**src/rtl/multicycle_controller.sv**
```systemverilog
// Multi-cycle MIPS control FSM: sequences FETCH/DECODE/EXEC/MEM/WB over a shared datapath,
// counts retired instructions and traps on illegal encodings or memory timeouts.
module multicycle_controller #(
  parameter int MEM_TIMEOUT = 15,
  parameter int CNT_W       = 32
) (
  input  logic             clk,
  input  logic             rst,
  input  logic [5:0]       opcode,
  input  logic [5:0]       funct,
  input  logic             z,
  input  logic             mem_ready,
  output logic             pc_wr,
  output logic             ir_wr,
  output logic             iord,
  output logic             mem_rd,
  output logic             mem_wr,
  output logic             reg_wr,
  output logic [1:0]       reg_dst,
  output logic [1:0]       mem_to_reg,
  output logic             alu_src_a,
  output logic [1:0]       alu_src_b,
  output logic [2:0]       alu_control,
  output logic             ext_op,
  output logic [1:0]       pc_src,
  output logic             instr_done,
  output logic [CNT_W-1:0] retire_count,
  output logic             error
);
  localparam int WAIT_W = $clog2(MEM_TIMEOUT + 1);

  localparam logic [5:0] OP_R    = 6'b000000;
  localparam logic [5:0] OP_J    = 6'b000010;
  localparam logic [5:0] OP_JAL  = 6'b000011;
  localparam logic [5:0] OP_BEQ  = 6'b000100;
  localparam logic [5:0] OP_BNE  = 6'b000101;
  localparam logic [5:0] OP_ADDI = 6'b001000;
  localparam logic [5:0] OP_ANDI = 6'b001100;
  localparam logic [5:0] OP_ORI  = 6'b001101;
  localparam logic [5:0] OP_LUI  = 6'b001111;
  localparam logic [5:0] OP_LW   = 6'b100011;
  localparam logic [5:0] OP_SW   = 6'b101011;

  localparam logic [5:0] FN_JR  = 6'b001000;
  localparam logic [5:0] FN_ADD = 6'b100000;
  localparam logic [5:0] FN_SUB = 6'b100010;
  localparam logic [5:0] FN_AND = 6'b100100;
  localparam logic [5:0] FN_OR  = 6'b100101;
  localparam logic [5:0] FN_NOR = 6'b100111;

  localparam logic [2:0] ALU_ADD = 3'b000;
  localparam logic [2:0] ALU_SUB = 3'b001;
  localparam logic [2:0] ALU_OR  = 3'b010;
  localparam logic [2:0] ALU_NOR = 3'b011;
  localparam logic [2:0] ALU_AND = 3'b100;

  typedef enum logic [3:0] {
    S_IDLE, S_FETCH, S_DECODE, S_EXEC, S_BRANCH, S_MEMRD, S_MEMWR, S_WB, S_ERROR
  } state_t;

  state_t            state_q, state_d;
  logic [WAIT_W-1:0] wait_q, wait_d;
  logic [CNT_W-1:0]  retire_q;
  logic              r_alu_legal;
  logic [2:0]        r_alu_op;
  logic              timeout;

  always_comb begin
    r_alu_legal = 1'b1;
    r_alu_op    = ALU_ADD;
    unique case (funct)
      FN_ADD:  r_alu_op = ALU_ADD;
      FN_SUB:  r_alu_op = ALU_SUB;
      FN_AND:  r_alu_op = ALU_AND;
      FN_OR:   r_alu_op = ALU_OR;
      FN_NOR:  r_alu_op = ALU_NOR;
      default: r_alu_legal = 1'b0;
    endcase
  end

  // The stall that would make the count reach MEM_TIMEOUT traps instead of waiting further.
  assign timeout = (wait_q == WAIT_W'(MEM_TIMEOUT - 1));

  always_comb begin
    state_d     = state_q;
    wait_d      = '0;
    pc_wr       = 1'b0;
    ir_wr       = 1'b0;
    iord        = 1'b0;
    mem_rd      = 1'b0;
    mem_wr      = 1'b0;
    reg_wr      = 1'b0;
    reg_dst     = 2'b00;
    mem_to_reg  = 2'b00;
    alu_src_a   = 1'b0;
    alu_src_b   = 2'b00;
    alu_control = ALU_ADD;
    ext_op      = 1'b0;
    pc_src      = 2'b00;
    instr_done  = 1'b0;
    unique case (state_q)
      S_IDLE: state_d = S_FETCH;
      S_FETCH: begin
        mem_rd    = 1'b1;
        alu_src_b = 2'b01;
        if (mem_ready) begin
          ir_wr   = 1'b1;
          pc_wr   = 1'b1;
          state_d = S_DECODE;
        end else if (timeout) begin
          state_d = S_ERROR;
        end else begin
          wait_d = wait_q + WAIT_W'(1);
        end
      end
      S_DECODE: begin
        alu_src_b = 2'b11;
        ext_op    = 1'b1;
        unique case (opcode)
          OP_R: begin
            if (funct == FN_JR) begin
              pc_wr      = 1'b1;
              pc_src     = 2'b11;
              instr_done = 1'b1;
              state_d    = S_FETCH;
            end else if (r_alu_legal) begin
              state_d = S_EXEC;
            end else begin
              state_d = S_ERROR;
            end
          end
          OP_J, OP_JAL: begin
            pc_wr      = 1'b1;
            pc_src     = 2'b10;
            instr_done = 1'b1;
            state_d    = S_FETCH;
            if (opcode == OP_JAL) begin
              reg_wr     = 1'b1;
              reg_dst    = 2'b10;
              mem_to_reg = 2'b10;
            end
          end
          OP_BEQ, OP_BNE: state_d = S_BRANCH;
          OP_ADDI, OP_ANDI, OP_ORI, OP_LUI, OP_LW, OP_SW: state_d = S_EXEC;
          default: state_d = S_ERROR;
        endcase
      end
      S_BRANCH: begin
        alu_src_a   = 1'b1;
        alu_control = ALU_SUB;
        instr_done  = 1'b1;
        state_d     = S_FETCH;
        if ((opcode == OP_BEQ && z) || (opcode == OP_BNE && !z)) begin
          pc_wr  = 1'b1;
          pc_src = 2'b01;
        end
      end
      S_EXEC: begin
        state_d = S_WB;
        unique case (opcode)
          OP_R: begin
            alu_src_a   = 1'b1;
            alu_control = r_alu_op;
          end
          OP_ADDI, OP_LW, OP_SW: begin
            alu_src_b = 2'b10;
            ext_op    = 1'b1;
            if (opcode == OP_LW) state_d = S_MEMRD;
            if (opcode == OP_SW) state_d = S_MEMWR;
          end
          OP_ANDI: begin
            alu_src_b   = 2'b10;
            alu_control = ALU_AND;
          end
          OP_ORI: begin
            alu_src_b   = 2'b10;
            alu_control = ALU_OR;
          end
          OP_LUI: ;
          default: state_d = S_ERROR;
        endcase
      end
      S_MEMRD, S_MEMWR: begin
        iord   = 1'b1;
        mem_rd = (state_q == S_MEMRD);
        mem_wr = (state_q == S_MEMWR);
        if (mem_ready) begin
          instr_done = (state_q == S_MEMWR);
          state_d    = (state_q == S_MEMWR) ? S_FETCH : S_WB;
        end else if (timeout) begin
          state_d = S_ERROR;
        end else begin
          wait_d = wait_q + WAIT_W'(1);
        end
      end
      S_WB: begin
        reg_wr     = 1'b1;
        instr_done = 1'b1;
        state_d    = S_FETCH;
        unique case (opcode)
          OP_R:    begin reg_dst = 2'b00; mem_to_reg = 2'b00; end
          OP_LW:   begin reg_dst = 2'b01; mem_to_reg = 2'b01; end
          OP_LUI:  begin reg_dst = 2'b01; mem_to_reg = 2'b11; end
          default: begin reg_dst = 2'b01; mem_to_reg = 2'b00; end
        endcase
      end
      S_ERROR: state_d = S_ERROR;
      default: state_d = S_ERROR;
    endcase
  end

  always_ff @(posedge clk or posedge rst) begin
    if (rst) begin
      state_q  <= S_IDLE;
      wait_q   <= '0;
      retire_q <= '0;
    end else begin
      state_q <= state_d;
      wait_q  <= wait_d;
      if (instr_done) retire_q <= retire_q + CNT_W'(1);
    end
  end

  assign retire_count = retire_q;
  assign error        = (state_q == S_ERROR);
endmodule
```
**config.mk**
```make
export PLATFORM = sky130hd
export DESIGN_NAME = multicycle_controller
export DESIGN_NICKNAME = d
export VERILOG_FILES = /design/src/rtl/multicycle_controller.sv
export SDC_FILE = /design/constraint.sdc
export NUM_CORES = 1
export LEC_CHECK = 0
export ABC_AREA = 1
export CAP_MARGIN = 20
export CORE_ASPECT_RATIO = 1.75
export CORE_MARGIN = 3
export CORE_UTILIZATION = 40
export CTS_CLUSTER_DIAMETER = 200
export DETAILED_ROUTE_END_ITERATION = 10
export MAX_ROUTING_LAYER = met4
export PLACE_DENSITY = 0.72
export SYNTH_ARGS = -nofsm -noshare
export SYNTH_HDL_FRONTEND = slang
export SYNTH_SLANG_ARGS = --single-unit
```
**constraint.sdc**
```tcl
create_clock -name clk -period 4.8 [get_ports clk]
set_clock_uncertainty 0.15 [all_clocks]
set_input_delay 0.48 -clock clk [delete_from_list [all_inputs] [get_ports clk]]
set_output_delay 0.48 -clock clk [all_outputs]
set_load 0.05 [all_outputs]
```
## Yosys cells after proc, flatten, opt, wreduce, memory -nomap -nowiden

Index checks and enable logic that the tools add are counted.

- Register bits after elaboration: 40

- Eq/ne operators: 25
- Reductions and logical operators: 17
- Add/subtract/negate cells: 2
- Multiplexer cells: 48

Operator list:

| operator | number |
|---|---|
| $eq A6 B6 Y1 const B | 7 |
| $mux W4 | 9 |
| $add A32 B1 Y32 const B | 1 |
| $eq A6 B4 Y1 const B | 5 |
| $pmux W2 S2 | 5 |
| $pmux W4 S5 | 1 |
| $eq A4 B3 Y1 const B | 4 |
| $pmux W4 S4 | 1 |
| $mux W1 | 14 |
| $eq A6 B2 Y1 const B | 2 |
| $eq A6 B3 Y1 const B | 2 |
| $pmux W3 S4 | 1 |
| $mux W2 | 5 |
| $pmux W1 S2 | 5 |
| $reduce_or A5 Y1 | 2 |
| $pmux W3 S3 | 1 |
| $reduce_or A3 Y1 | 3 |
| $eq A4 B2 Y1 const B | 2 |
| $eq A4 B4 Y1 const B | 2 |
| $pmux W4 S2 | 1 |
| $reduce_or A2 Y1 | 4 |
| $logic_not A6 Y1 | 1 |
| $pmux W1 S3 | 2 |
| $pmux W2 S3 | 1 |
| 10 further kinds | 11 |

## Longest topological paths before layout

Gate-level depths: netlist (run 1).

- Depth after elaboration: 7
- Depth in mapped cells: 11
- Mapped depth without buffers: 10

## Least setup slack after synthesis (run 1)

No wires, ideal clock.

- Path kind: input port to output port
- Start point: input opcode[3]
- End point: output reg_wr
- Stages: 6
- Buffers on the path: 1
- Data arrival time: 2,251 ps
- Path slack: 1,919 ps
- Cells stage by stage: nor2_1 nand2_1 nor2_1 nand2_1 buf_2 o21ai_0

- Cells in the longest elaborated chain, start to end: 4
- Elaborated cells between the ends (all ways): 6
- Classes of those cells: eq/ne (2); mux (3); reduce/logical (1)

RTL lines:

| what | line | text |
|---|---|---|
| from (decl) | 9 | `input logic [5:0] opcode,` |
| $eq A6 B2 Y1, on equally long branches | 119, 137 |  |
| $mux W1 or $reduce_or A2 Y1 (tied branches) | 137, 119 |  |
| $mux W1 (*) | 119 | `unique case (opcode)` |
| $pmux W1 S2 (*) | 101 | `unique case (state_q)` |
| to (decl) | 18 | `output logic reg_wr,` |

Every way passes the cells marked *; elsewhere a longest branch is shown, timed or not.

## Final worst setup path (run 1)

- Start point: input opcode[1]
- End point: output instr_done

- Cells in the longest elaborated chain, start to end: 4
- Elaborated cells between the ends (all ways): 6
- Classes of those cells: eq/ne (2); mux (2); reduce/logical (2)

RTL lines:

| what | line | text |
|---|---|---|
| $eq A6 B2 Y1 | 119 |  |
| $reduce_or A2 Y1 | 119 |  |
| $pmux W1 S2 (*) | 119 |  |
| $pmux W1 S3 (*) | 101 |  |
| to (decl) | 26 | `output logic instr_done,` |

Marks and branches as above.

==> flow_summary.toml, run 1 <==
[outcome]
run_status = "finished, final reports clean"

[global_routing]
antenna_found_initial = 0
grt_overflow_total = 0
grt_pass1_wl_mm = 15.7
global_route.usage.total_pct = 23.3
grt_max_degree = 41
grt_pass1_vias = 3376

[sta]
timing_max_transition_violations_final = 0
worst-slew-pin-transition_ns = 0.542
fin_setup_tns_ns = 0
timing.final.setup_violations = 0
layout_min_cycle_time_ns = 3.44
hold_ws_ns = 0.337
timing.fmax_mhz = 290
slew_headroom_pct = 63.8
grt_setup_unrepaired = "false"
finalHoldViolations = 0
fin_crit_sh_pct = 71.8

[final_layout]
drive_above_1_share_pct = 5.55
postLayoutCellArea_um2 = 4120
antennaDiodeCount = 0
design.final.nets = 595
areaGrowthSynthToFinish_pct = 30.4

[synthesis]
synth-warning-count = 0
yosysTopAreaCell = "sky130_fd_sc_hd__dfrtp_1"
syn-cell-area_um2 = 3160
post-synth-top-area-fraction_pct = 31.7
syn_inst = 509
synth.avg_cell_area_um2 = 6.21
yosys-top-cells-area = "sky130_fd_sc_hd__dfrtp_1 32%, sky130_fd_sc_hd__nand2_1 22%, sky130_fd_sc_hd__nor2_1 7.2%"
netlist-cell-type-count = 32
synth_fp_nets = 528
ys_seq_elements = 40
seq_area_frac_synth_pct = 31.7

[routing]
drc = 0
vias = 3520
antenna_violating_nets_post_route = 0
routed_wl_mm = 9.86
via_per_inst = 5.29
drt_first_pass_iters = 4
drt-wirelength-per-cell_um = 14.8
detailedRoute.firstIterationViolations = 221

[worst_setup_path]
max_stage_delay_ns = 0.81
timing.critical_path.required_ns = 4.17
cp.buffers_inverters = 4
critPathTopFamily = "buffers and inverters"
critPathCapture = "instr_done"
critPathCaptureType = "primary output"
timing.critical_path.depth = 8
crit_type = "primary input to primary output"
critPathMaxFanout = 29
reg_to_reg_end = "retire_count[7]"
reg2regPathDepth = 9
cp-startpoint = "opcode[1]"
data_arrival_at_the_endpoint_of_the_critical_path_ns = 2.81
reg2reg_slack_ns = 2.45
cells_along_the_critical_path = "clkdlybuf4s50_1, nor2_2, nand3_1, inv_2, nand3b_2, buf_4, nand3_2, clkdlybuf4s50_1"
worstSetupStartpointType = "primary input"
timing.critical_path.mode_cell = "sky130_fd_sc_hd__clkdlybuf4s50_1"
r2r-start = "state_q[2]"
cp_slowest_cell = "sky130_fd_sc_hd__clkdlybuf4s50_1"

[floorplanning]
placementRows = 42
core_footprint_um2 = 7620
chipHeight_um = 124
die-area_um2 = 9040
initial_core_util_pct = 41.5
io_pins = 69
die_w_um = 73.2

[clock_tree]
clk_latency_ns = 0.29
clkSlewWorstSetupHoldPaths_ns = 0.06
cts_sinks = 40
cts_inserted_buffers = 5
cts_resized = 0
cts.hold.buffers_added = 0
cts_buffer_depth = 2
tritoncts = "done"
htreeDepth = 2
root_buffer = "sky130_fd_sc_hd__clkbuf_16"
cts_setup_buffers = 0

[hold_path]
hold_path_class = "flop to flop"
worst_hold_startpoint = "wait_q[0]"

[placed_design]
dp_hpwl_mm = 7.65
placement.cell_area_um2 = 3910
port-buffer-count = 68
routabilityCongestion = 1.10

[pwr]
cellLeakagePower_nw = 2.00
vdd.ir_drop.worst_uv = 201
power_density_nw_per_um2 = 258

[job]
timing.max_cap.violations = 0
==> cell type report <==
class / count / area, um2
flip-flops and latches: 40 / 1000
multi-input cells: 393 / 1840
repair buffers: 72 / 711
clock buffers: 5 / 125
inverters: 64 / 240
clock inverters: 3 / 90.1
fillers: 768 / 3500
well taps: 88 / 110
==> worst min path at each step <==
stage,end,slack (ns),depth (start not counted)
floorplan,wait_q[0],0.30,1
global placement,wait_q[0],0.33,1
detailed placement,wait_q[0],0.34,1
CTS,wait_q[0],0.34,1
global route,wait_q[0],0.35,1
finish,wait_q[0],0.34,1
==> Yosys cell counts (all sizes together) <==
master / count
and3: 1
a21o: 1
o21ai: 15
xor2: 10
a21oi: 3
ha: 3
nor4: 1
dfrtp: 40
a32o: 1
o22ai: 2
xnor2: 4
inv: 63
nand2: 189
nand3b: 9
o211ai: 2
clkbuf: 3
buf: 9
nand3: 33
o2111ai: 1
clkinv: 1
nand4: 30
a31oi: 2
nor3: 22
nor2: 64
==> cell usage in the layout, fill, tap and decap left out, types with 11 or more instances in the layout <==
master / count
sky130_fd_sc_hd__dfrtp_1: 40
sky130_fd_sc_hd__clkdlybuf4s50_1: 68
sky130_fd_sc_hd__nand4_1: 30
sky130_fd_sc_hd__nand3_1: 32
sky130_fd_sc_hd__nor3_1: 20
sky130_fd_sc_hd__inv_1: 53
sky130_fd_sc_hd__o21ai_0: 11
sky130_fd_sc_hd__nor2_1: 61
sky130_fd_sc_hd__nand2_1: 186
==> logic make-up after synthesis <==
group / share of synthesized area, %
AND/OR/NAND/NOR: 48.3
buffers and inverters: 9.98
flip-flops: 31.7
AO/OA/AOI/OAI: 4.95
XOR/XNOR: 3.88
adder cells (fa/ha/maj): 1.19
==> state kept, by name, summed over array words and instances (netlist names) <==
name / count
retire_count: 32
state_q: 4
wait_q: 4
==> per-layer routing <==
| layer | GRT usage [%] | up-vias | part of all wire (%) |
|---|---|---|---|
| met5 | - | - | 0 |
| met4 | 13.5 | 0 | 5.9 |
| met3 | 2.85 | 33 | 5.2 |
| met2 | 43.6 | 127 | 54 |
| met1 | 22.1 | 1586 | 35 |
| li1 | - | 1774 | - |
==> through the flow <==
| stage | setup slack, ns | std cells | total power, mW | util (%) |
|---|---|---|---|---|
| 6_report | 1.36 | 665 | 1.06 | 54.1 |
| 5_1_grt | 1.26 | 665 | 1.10 | 54.1 |
| 4_1_cts | 1.36 | 665 | 1.07 | 54.1 |
| 3_5_place_dp | 1.36 | 657 | 0.579 | 51.2 |
| 3_3_place_gp | 1.41 | 657 | 0.576 | 51.2 |
| 2_1_floorplan | 1.92 | 509 | 0.505 | - |
==> power by group <==
| part | internal, mW | total, mW | leakage, nW | switching [mW] |
|---|---|---|---|---|
| logic | 0.0664 | 0.206 | 1.34 | 0.140 |
| registers | 0.349 | 0.368 | 0.554 | 0.0192 |
| clock network | 0.350 | 0.487 | 0.104 | 0.136 |
| total | 0.766 | 1.06 | 2.00 | 0.295 |
Note: power is estimated with default switching activity, not from simulation.
==> run 2: changes to the inputs <==
Clock period 4.8 ns to 3.2 ns, I/O delays scaled along.
==> flow_summary.toml, run 2 (synthesis results as in run 1) <==
[global_routing]
antenna_found_initial = 0
global_route.usage.total_pct = 23.6
grt_pass1_vias = 3474
grt_overflow_total = 0
grt_max_degree = 41
grt_pass1_wl_mm = 16.1

[sta]
layout_min_cycle_time_ns = 2.98
timing_max_transition_violations_final = 0
fin_setup_tns_ns = 0
fin_crit_sh_pct = 93.0
timing.final.ws_setup_ns = 0.225
finalHoldViolations = 0
slew_headroom_pct = 62.2
grt_setup_unrepaired = "false"
worst-slew-pin-transition_ns = 0.562
timing.final.setup_violations = 0
timing.fmax_mhz = 336

[routing]
routed_wl_mm = 9.78
antenna_violating_nets_post_route = 0
drt-wirelength-per-cell_um = 14.7
drc = 0
via_per_inst = 5.24
vias = 3494
detailedRoute.firstIterationViolations = 169
drt_first_pass_iters = 4

[clock_tree]
root_buffer = "sky130_fd_sc_hd__clkbuf_16"
tritoncts = "done"
cts_sinks = 40
clkSlewWorstSetupHoldPaths_ns = 0.06
cts_resized = 0
cts.hold.buffers_added = 0
htreeDepth = 2
cts_inserted_buffers = 5
cts_setup_buffers = 0
cts_buffer_depth = 2
clk_latency_ns = 0.28

[final_layout]
drive_above_1_share_pct = 7.43
layout.cells.most_common = "sky130_fd_sc_hd__nand2_1"
most-common-layout-cells = "186 x sky130_fd_sc_hd__nand2_1, 61 x sky130_fd_sc_hd__nor2_1, 59 x sky130_fd_sc_hd__clkdlybuf4s50_1, 53 x sky130_fd_sc_hd__inv_1, 40 x sky130_fd_sc_hd__dfrtp_1"
fill_cells = 763
largest_register_ffs = 32
antennaDiodeCount = 0
design.final.nets = 597
areaGrowthSynthToFinish_pct = 30.9

[pwr]
p_total_mw = 1.36
vdd.ir_drop.worst_uv = 197
cellLeakagePower_nw = 2.02
switching_share_pct = 31.5
pwr-share-clk_pct = 36.7
power.share.combinational_pct = 22.6
net-switching-power_mw = 0.430
intPower_mw = 0.933
seq_power_share_pct = 40.7
power_density_nw_per_um2 = 330

[worst_setup_path]
data_arrival_at_the_endpoint_of_the_critical_path_ns = 2.51
cp.buffers_inverters = 3
worstSetupStartpointType = "flop"
max_stage_delay_ns = 0.82
critPathCaptureType = "primary output"
critPathTopFamily = "buffers and inverters"
cp_slowest_cell = "sky130_fd_sc_hd__clkdlybuf4s50_1"
crit_type = "flop to primary output"
cells_along_the_critical_path = "inv_2, nand2_1, nor3_1, inv_1, a21oi_1, clkdlybuf4s50_1"
critPathMaxFanout = 4
timing.critical_path.required_ns = 2.73

[floorplanning]
die_w_um = 73.2
core_footprint_um2 = 7620
chipHeight_um = 124
io_pins = 69
placementRows = 42
initial_core_util_pct = 41.5
die-area_um2 = 9040

[job]
timing.max_cap.violations = 0

[placed_design]
port-buffer-count = 68
dp_hpwl_mm = 7.79
post-place-ws_ns = 0.324
routabilityCongestion = 0.995

[outcome]
run_status = "finished, final reports clean"

[hold_path]
hold_path_class = "primary input to asynchronous set/reset pin"
[run 2: cell types whose count changed in the layout (fill, tap and decap cells not counted), sizes merged]
cell / before / now
clkbuf: 5 / 6
clkinv: 1 / 3
buf: 4 / 15
clkdlybuf4s50: 68 / 59
bufinv: 3 / 0
[run 2: power groups by stage]
stage | clock [mW] | combinational, mW | sequential [mW]
floorplan | 0 | 0.195 | 0.563
global placement | 0 | 0.304 | 0.561
detailed placement | 0 | 0.307 | 0.563
CTS | 0.515 | 0.309 | 0.553
global route | 0.532 | 0.336 | 0.556
finish | 0.501 | 0.308 | 0.554
[run 2: through the flow]
| step | instance area (um2) | util [%] | instances | hold slack (ns) |
|---|---|---|---|---|
| floorplan | 3160 | - | 509 | 0.304 |
| global placement | 3990 | 52.3 | 659 | 0.334 |
| detailed placement | 3990 | 52.3 | 659 | 0.333 |
| CTS | 4130 | 54.3 | 667 | 0.331 |
| global route | 4130 | 54.3 | 667 | 0.374 |
| finish | 4130 | 54.3 | 667 | 0.300 |
[run 2: final cells by class]
class	instances	area, um2	share of cell area [%]
clock inverters	2	10.0	0.242
inverters	64	240	5.81
multi-input cells	393	1840	44.6
repair buffers	74	791	19.1
well taps	88	110	2.66
flip-flops and latches	40	1000	24.2
clock buffers	6	139	3.36
[run 2: final timing paths]
check / from / to / slack (ns) / cells after the start
setup reg to reg: state_q[3] / retire_count[1] / 0.95 / 8
max in group asynchronous: rst / retire_count[4] / 2.23 / 3
hold reg to reg: wait_q[0] / wait_q[0] / 0.34 / 1
hold / removal: rst / retire_count[10] / 0.30 / 3
min in group clk: wait_q[0] / wait_q[0] / 0.34 / 1
setup / recovery: state_q[3] / mem_to_reg[0] / 0.22 / 6
[run 2: per-layer routing]
metal	GRT usage, %	wire length, um	vias up
met5	-	0	-
met2	44.7	5620	121
met3	3.74	398	37
met4	13.7	485	0
li1	-	-	1776
met1	21.3	3280	1560
[run 2: tightest hold or removal path, cell delays in order]
cell	delay, ns
sky130_fd_sc_hd__clkdlybuf4s50_1	0.39
sky130_fd_sc_hd__inv_1	0.05
sky130_fd_sc_hd__buf_4	0.41
